==> src/rtl/controller.sv <==
// Purpose: sequencer for a 4-register bus datapath, decodes IR into T1..T3 strobes.
// Latency: Done 1 cycle after accept for ld/cp/illegal, 2 for inv/flp, 3 otherwise.
// Backpressure: Exec is only accepted in IDLE; it is ignored while Busy is high.
module controller (
    input  logic       CLKb,
    input  logic       Rst,
    input  logic [9:0] INST,
    input  logic       Exec,
    output logic [9:0] IMM,
    output logic       ExtImm,
    output logic       ENW,
    output logic [3:0] Rin,
    output logic [3:0] Rout,
    output logic       Ain,
    output logic       Gin,
    output logic       Gout,
    output logic [3:0] FN,
    output logic       Busy,
    output logic       Done
);

    typedef enum logic [1:0] {
        IDLE = 2'd0,
        T1   = 2'd1,
        T2   = 2'd2,
        T3   = 2'd3
    } state_t;

    state_t     state_q, state_d;
    logic [9:0] ir_q, ir_d;

    logic [1:0] x_sel, y_sel;
    logic [3:0] op;
    logic [3:0] x_oh, y_oh;
    logic       is_imm, is_illegal, is_ld, is_cp, is_unary;

    // Instruction field decode and class flags from the latched IR.
    always_comb begin
        x_sel      = ir_q[7:6];
        y_sel      = ir_q[5:4];
        op         = ir_q[3:0];
        x_oh       = 4'b0001 << x_sel;
        y_oh       = 4'b0001 << y_sel;
        is_imm     = ir_q[9];
        is_illegal = (ir_q[9:8] == 2'b01) || ((ir_q[9:8] == 2'b00) && (op >= 4'b1100));
        is_ld      = (ir_q[9:8] == 2'b00) && (op == 4'b0000);
        is_cp      = (ir_q[9:8] == 2'b00) && (op == 4'b0001);
        is_unary   = (ir_q[9:8] == 2'b00) && ((op == 4'b0100) || (op == 4'b0101));
    end

    // Next-state logic: accept Exec only in IDLE, return to IDLE after the Done step.
    always_comb begin
        state_d = state_q;
        ir_d    = ir_q;
        case (state_q)
            IDLE: begin
                if (Exec) begin
                    state_d = T1;
                    ir_d    = INST;
                end
            end
            T1: begin
                if (is_illegal || is_ld || is_cp) state_d = IDLE;
                else                              state_d = T2;
            end
            T2: begin
                if (is_unary) state_d = IDLE;
                else          state_d = T3;
            end
            default: state_d = IDLE;
        endcase
    end

    // Moore outputs: strobes are a function of the timestep and IR only.
    always_comb begin
        IMM    = {4'b0000, ir_q[5:0]};
        ExtImm = 1'b0;
        ENW    = 1'b0;
        Rin    = 4'b0000;
        Rout   = 4'b0000;
        Ain    = 1'b0;
        Gin    = 1'b0;
        Gout   = 1'b0;
        FN     = 4'b0000;
        Busy   = (state_q != IDLE);
        Done   = 1'b0;
        case (state_q)
            T1: begin
                if (is_illegal) begin
                    Done = 1'b1;
                end else if (is_ld) begin
                    ENW  = 1'b1;
                    Rin  = x_oh;
                    Done = 1'b1;
                end else if (is_cp) begin
                    Rout = y_oh;
                    Rin  = x_oh;
                    Done = 1'b1;
                end else if (is_unary) begin
                    Rout = y_oh;
                    Gin  = 1'b1;
                    FN   = op;
                end else begin
                    // binary ALU ops and addi/subi both stage X into A first
                    Rout = x_oh;
                    Ain  = 1'b1;
                end
            end
            T2: begin
                if (is_unary) begin
                    Gout = 1'b1;
                    Rin  = x_oh;
                    Done = 1'b1;
                end else if (is_imm) begin
                    ExtImm = 1'b1;
                    Gin    = 1'b1;
                    FN     = ir_q[8] ? 4'b0011 : 4'b0010;
                end else begin
                    Rout = y_oh;
                    Gin  = 1'b1;
                    FN   = op;
                end
            end
            T3: begin
                Gout = 1'b1;
                Rin  = x_oh;
                Done = 1'b1;
            end
            default: ;
        endcase
    end

    // State and IR registers on the falling edge; reset aborts any in-flight instruction.
    always_ff @(negedge CLKb) begin
        if (Rst) begin
            state_q <= IDLE;
            ir_q    <= '0;
        end else begin
            state_q <= state_d;
            ir_q    <= ir_d;
        end
    end

endmodule

==> config.mk <==
export PLATFORM = sky130hd
export DESIGN_NAME = controller
export DESIGN_NICKNAME = d
export VERILOG_FILES = /design/src/rtl/controller.sv
export SDC_FILE = /design/constraint.sdc
export NUM_CORES = 1
export LEC_CHECK = 0
export BUFFER_PORTS_ARGS = -buffer_cell sky130_fd_sc_hd__clkbuf_2
export CAP_MARGIN = 15
export CORE_ASPECT_RATIO = 0.8
export CORE_MARGIN = 1
export CORE_UTILIZATION = 42
export CTS_CLUSTER_SIZE = 10
export DETAILED_ROUTE_END_ITERATION = 10
export MAX_ROUTING_LAYER = met4
export PLACE_DENSITY = 0.75
export SLEW_MARGIN = 15
export SYNTH_ARGS = -nofsm -noshare
export SYNTH_HDL_FRONTEND = slang
export SYNTH_SLANG_ARGS = --single-unit
==> constraint.sdc <==
create_clock -name CLKb -period 1.63 [get_ports CLKb]
set_input_delay 0.326 -clock CLKb [delete_from_list [all_inputs] [get_ports CLKb]]
set_output_delay 0.326 -clock CLKb [all_outputs]
set_load 0.005 [all_outputs]
==> impl_metrics.tcl <==
set metrics [dict create \
    outcome "complete, but fails checks" \
    violations "setup timing" \
    yosysWarnings 0 \
    met2_usage_pct 57.8 \
    yosysTopAreaCell "dfxtp_1" \
    synthMostInstantiatedCell "nand2_1" \
    clock_sinks 12 \
    drc 0 \
    clk_path_buf_depth 2 \
    syn2layout_area_growth_pct 99.4 \
    diodes 0 \
    finClkSkew_ns 0.0333 \
    hold_viol 0 \
    cp.required_ns 1.30 \
    path_clk_slew_ns 0.07 \
    cp_num_buf_inv 2 \
    leakagePower_nw 0.936 \
    synth_compound_area_share_pct 24.5 \
    grt_setup_unrepaired "true" \
    end_kind "output port" \
    ios 42 \
    place_congestion 0.829 \
    worstPathArrival_ns 2.64 \
    max_stage_delay_ns 0.37 \
    clkLatencyLatePin_ns 0.38 \
    syn-cell-area_sq_um 970 \
    grt_usage_pct 34.4 \
    cts_root_buffer "clkbuf_4" \
    cap_viol_max_count 0 \
    place_ws_ns -0.889 \
    reg2regPathDepth 9 \
    grt_use_met3_pct 7.45 \
    synthSimpleGateAreaFrac_pct 29.5 \
    wire_per_inst_um 19.7 \
    grt_max_degree 13 \
    die_h_um 45.0 \
    synth_top_area_share_pct 24.8 \
    grt_overflow 0 \
    drive_above_1_share_pct 65.2 \
    p_int_uw 770 \
    drt_pre_antenna_iters 5 \
    antenna_found_initial 0 \
    cp-start-kind "flop" \
    power_frac_comb_pct 45.6 \
    ys_async_sr_fraction_pct 0 \
    power_frac_clock_pct 27.1 \
    floorplan.die_area_sq_um 2510 \
    min_path_type "reg -> reg" \
    final_util_pct 89.6 \
    grt_pass1_vias 1392 \
    setup_viol 26 \
    synth-edff-count 0 \
    synth_fa_ha_area_share_pct 6.45 \
    drt_iter0_drc 122 \
    power_density_nw_per_um2 691 \
    busiest_layer "met2" \
    cp.depth 7 \
    synth_area_leaders "dfxtp_1 (25%), nand2_1 (11%), a21oi_1 (9.3%), buf_4 (8.5%), ha_1 (6.5%)" \
    synth_cell_types 37 \
    h-tree-depth 1 \
    postSynthAreaPerCell_sq_um 7.24 \
    final_max_slew_viol_count 0 \
    cts_made_buffers 3 \
    synth-seq-cells 12 \
    postSynthCellCount 134 \
    grt_pass1_wl_um 6380 \
    cp_slowest_cell "dfxtp_4" \
    cp_max_fo 3 \
    ff2ff_setup_slack_ns -0.04 \
    ir_drop_mv 0.715 \
    synth-main-ff-cell "dfxtp_1" \
    setup_slack_ns -1.34 \
    die_x_um 55.7 \
    tritoncts "done" \
    fin_nets 246 \
    yosys-top-cells-count "nand2_1 (28), a21oi_1 (18), dfxtp_1 (12), buf_4 (11), nor2_1 (11)" \
    via_count 1498 \
    hpwl_um 2180 \
    p_sw_uw 566 \
    holdPathStages 2 \
    std_cell_rows 15 \
    cp_top_family "compound AO/OA/AOI/OAI gates" \
    portBuffers 37 \
    pwr-share-seq_pct 27.3 \
    fillCellCount 100 \
    viasPerCell 5.94 \
    sw_frac_of_total_pct 42.4 \
    critical_path_class "reg -> out" \
    synthMuxAreaShare_pct 1.16 \
    initial_core_util_pct 44.9 \
    synth_xor_area_share_pct 0 \
    hold_buffers 0 \
    core_area_sq_um 2160 \
    grt_util_met1_pct 37.4 \
    synth_top_family_by_area "simple AND/OR/NAND/NOR gates" \
    ant_nets 0 \
    cp_cell_sequence "inv_6, ha_4, nand2b_4, a21oi_4, nand2_1, o32ai_2, buf_2" \
    finalSetupTns_ns -25.35 \
    wirelength_um 4970 \
    synth-seq-area-share_pct 24.8 \
]
## sequential cells by signal, indices dropped and copies added (netlist names)
name / cells
ir_q: 10
state_q: 2
## power groups by stage
stage               clock network [mW]  registers [mW]  logic (mW)
floorplan                       0.0488           0.354       0.242
global placement                0.0488           0.357       0.384
detailed placement              0.0488           0.359       0.394
CTS                              0.341           0.356       0.490
global route                     0.385           0.366       0.639
finish                           0.362           0.365       0.609
## cell type report
class	instances	area [sq um]	share of cell area [%]
Timing Repair Buffer	90	709	36.7
Multi-Input combinational cell	104	823	42.6
Clock inverter	13	50.0	2.59
Tap cell	25	31.3	1.62
Clock buffer	3	22.5	1.17
Sequential cell	12	270	14.0
Inverter	5	26.3	1.36
## kinds of logic (layout without fill, tap and decap cells)
family                     count (synthesis)  count (layout)
AOI/OAI and AO/OA                         36              36
muxes                                      1               1
and+or+nand+nor                           58              58
DFF                                       12              12
adders and majority gates                  5               5
buffers and inverters                     21             111
other                                      1               4
## repair_timing
action                                  4_1_cts  5_1_grt
setup buffers                                11        6
endpoints found under the setup margin       25       36
pin swaps                                     9       10
gates resized for setup                      35       35
cloned                                        0        0
## routing by layer
layer / routed length, um / share of wire [%]
met1: 1880 / 38
met2: 2300 / 46
met3: 511 / 10
met4: 280 / 5.6
met5: 0 / 0
## through the flow
step           area, sq um  hold slack (ns)  cells  power (mW)
6_report              1930            0.552    252        1.34
5_1_grt               1930            0.552    252        1.39
4_1_cts               1790            0.503    246        1.19
3_5_place_dp          1500            0.506    221       0.801
3_3_place_gp          1500            0.496    221       0.790
2_1_floorplan         1100            0.455    137       0.645
## tightest hold or removal path: stages, from the launching register on
cell and delay, ns:
dfxtp_4 0.37, nand2_1 0.06, a21oi_1 0.07
## final timing paths
check / from / endpoint
worst max register to register: state_q[0] / state_q[1]
worst max-delay path: state_q[0] / Rout[0]
worst min register to register: ir_q[4] / ir_q[4]
worst min-delay path: ir_q[4] / ir_q[4]
## cells in the final DEF, fill, tap and decap left out, types with 2 or more instances in the layout
master,count
o32ai_2,3
nor2_1,8
or2_4,2
dfxtp_1,2
buf_6,21
buf_4,33
a21oi_4,2
buf_12,3
conb_1,4
and2_4,2
a21oi_2,6
dfxtp_2,3
clkbuf_2,23
nor3_2,2
nor2_2,3
a21boi_1,2
a21oi_1,10
clkbuf_4,3
nand2_1,26
inv_1,14
ha_4,5
o21ai_2,4
buf_2,10
nand2b_1,4
dfxtp_4,7
(Power assumes the default switching activity.)
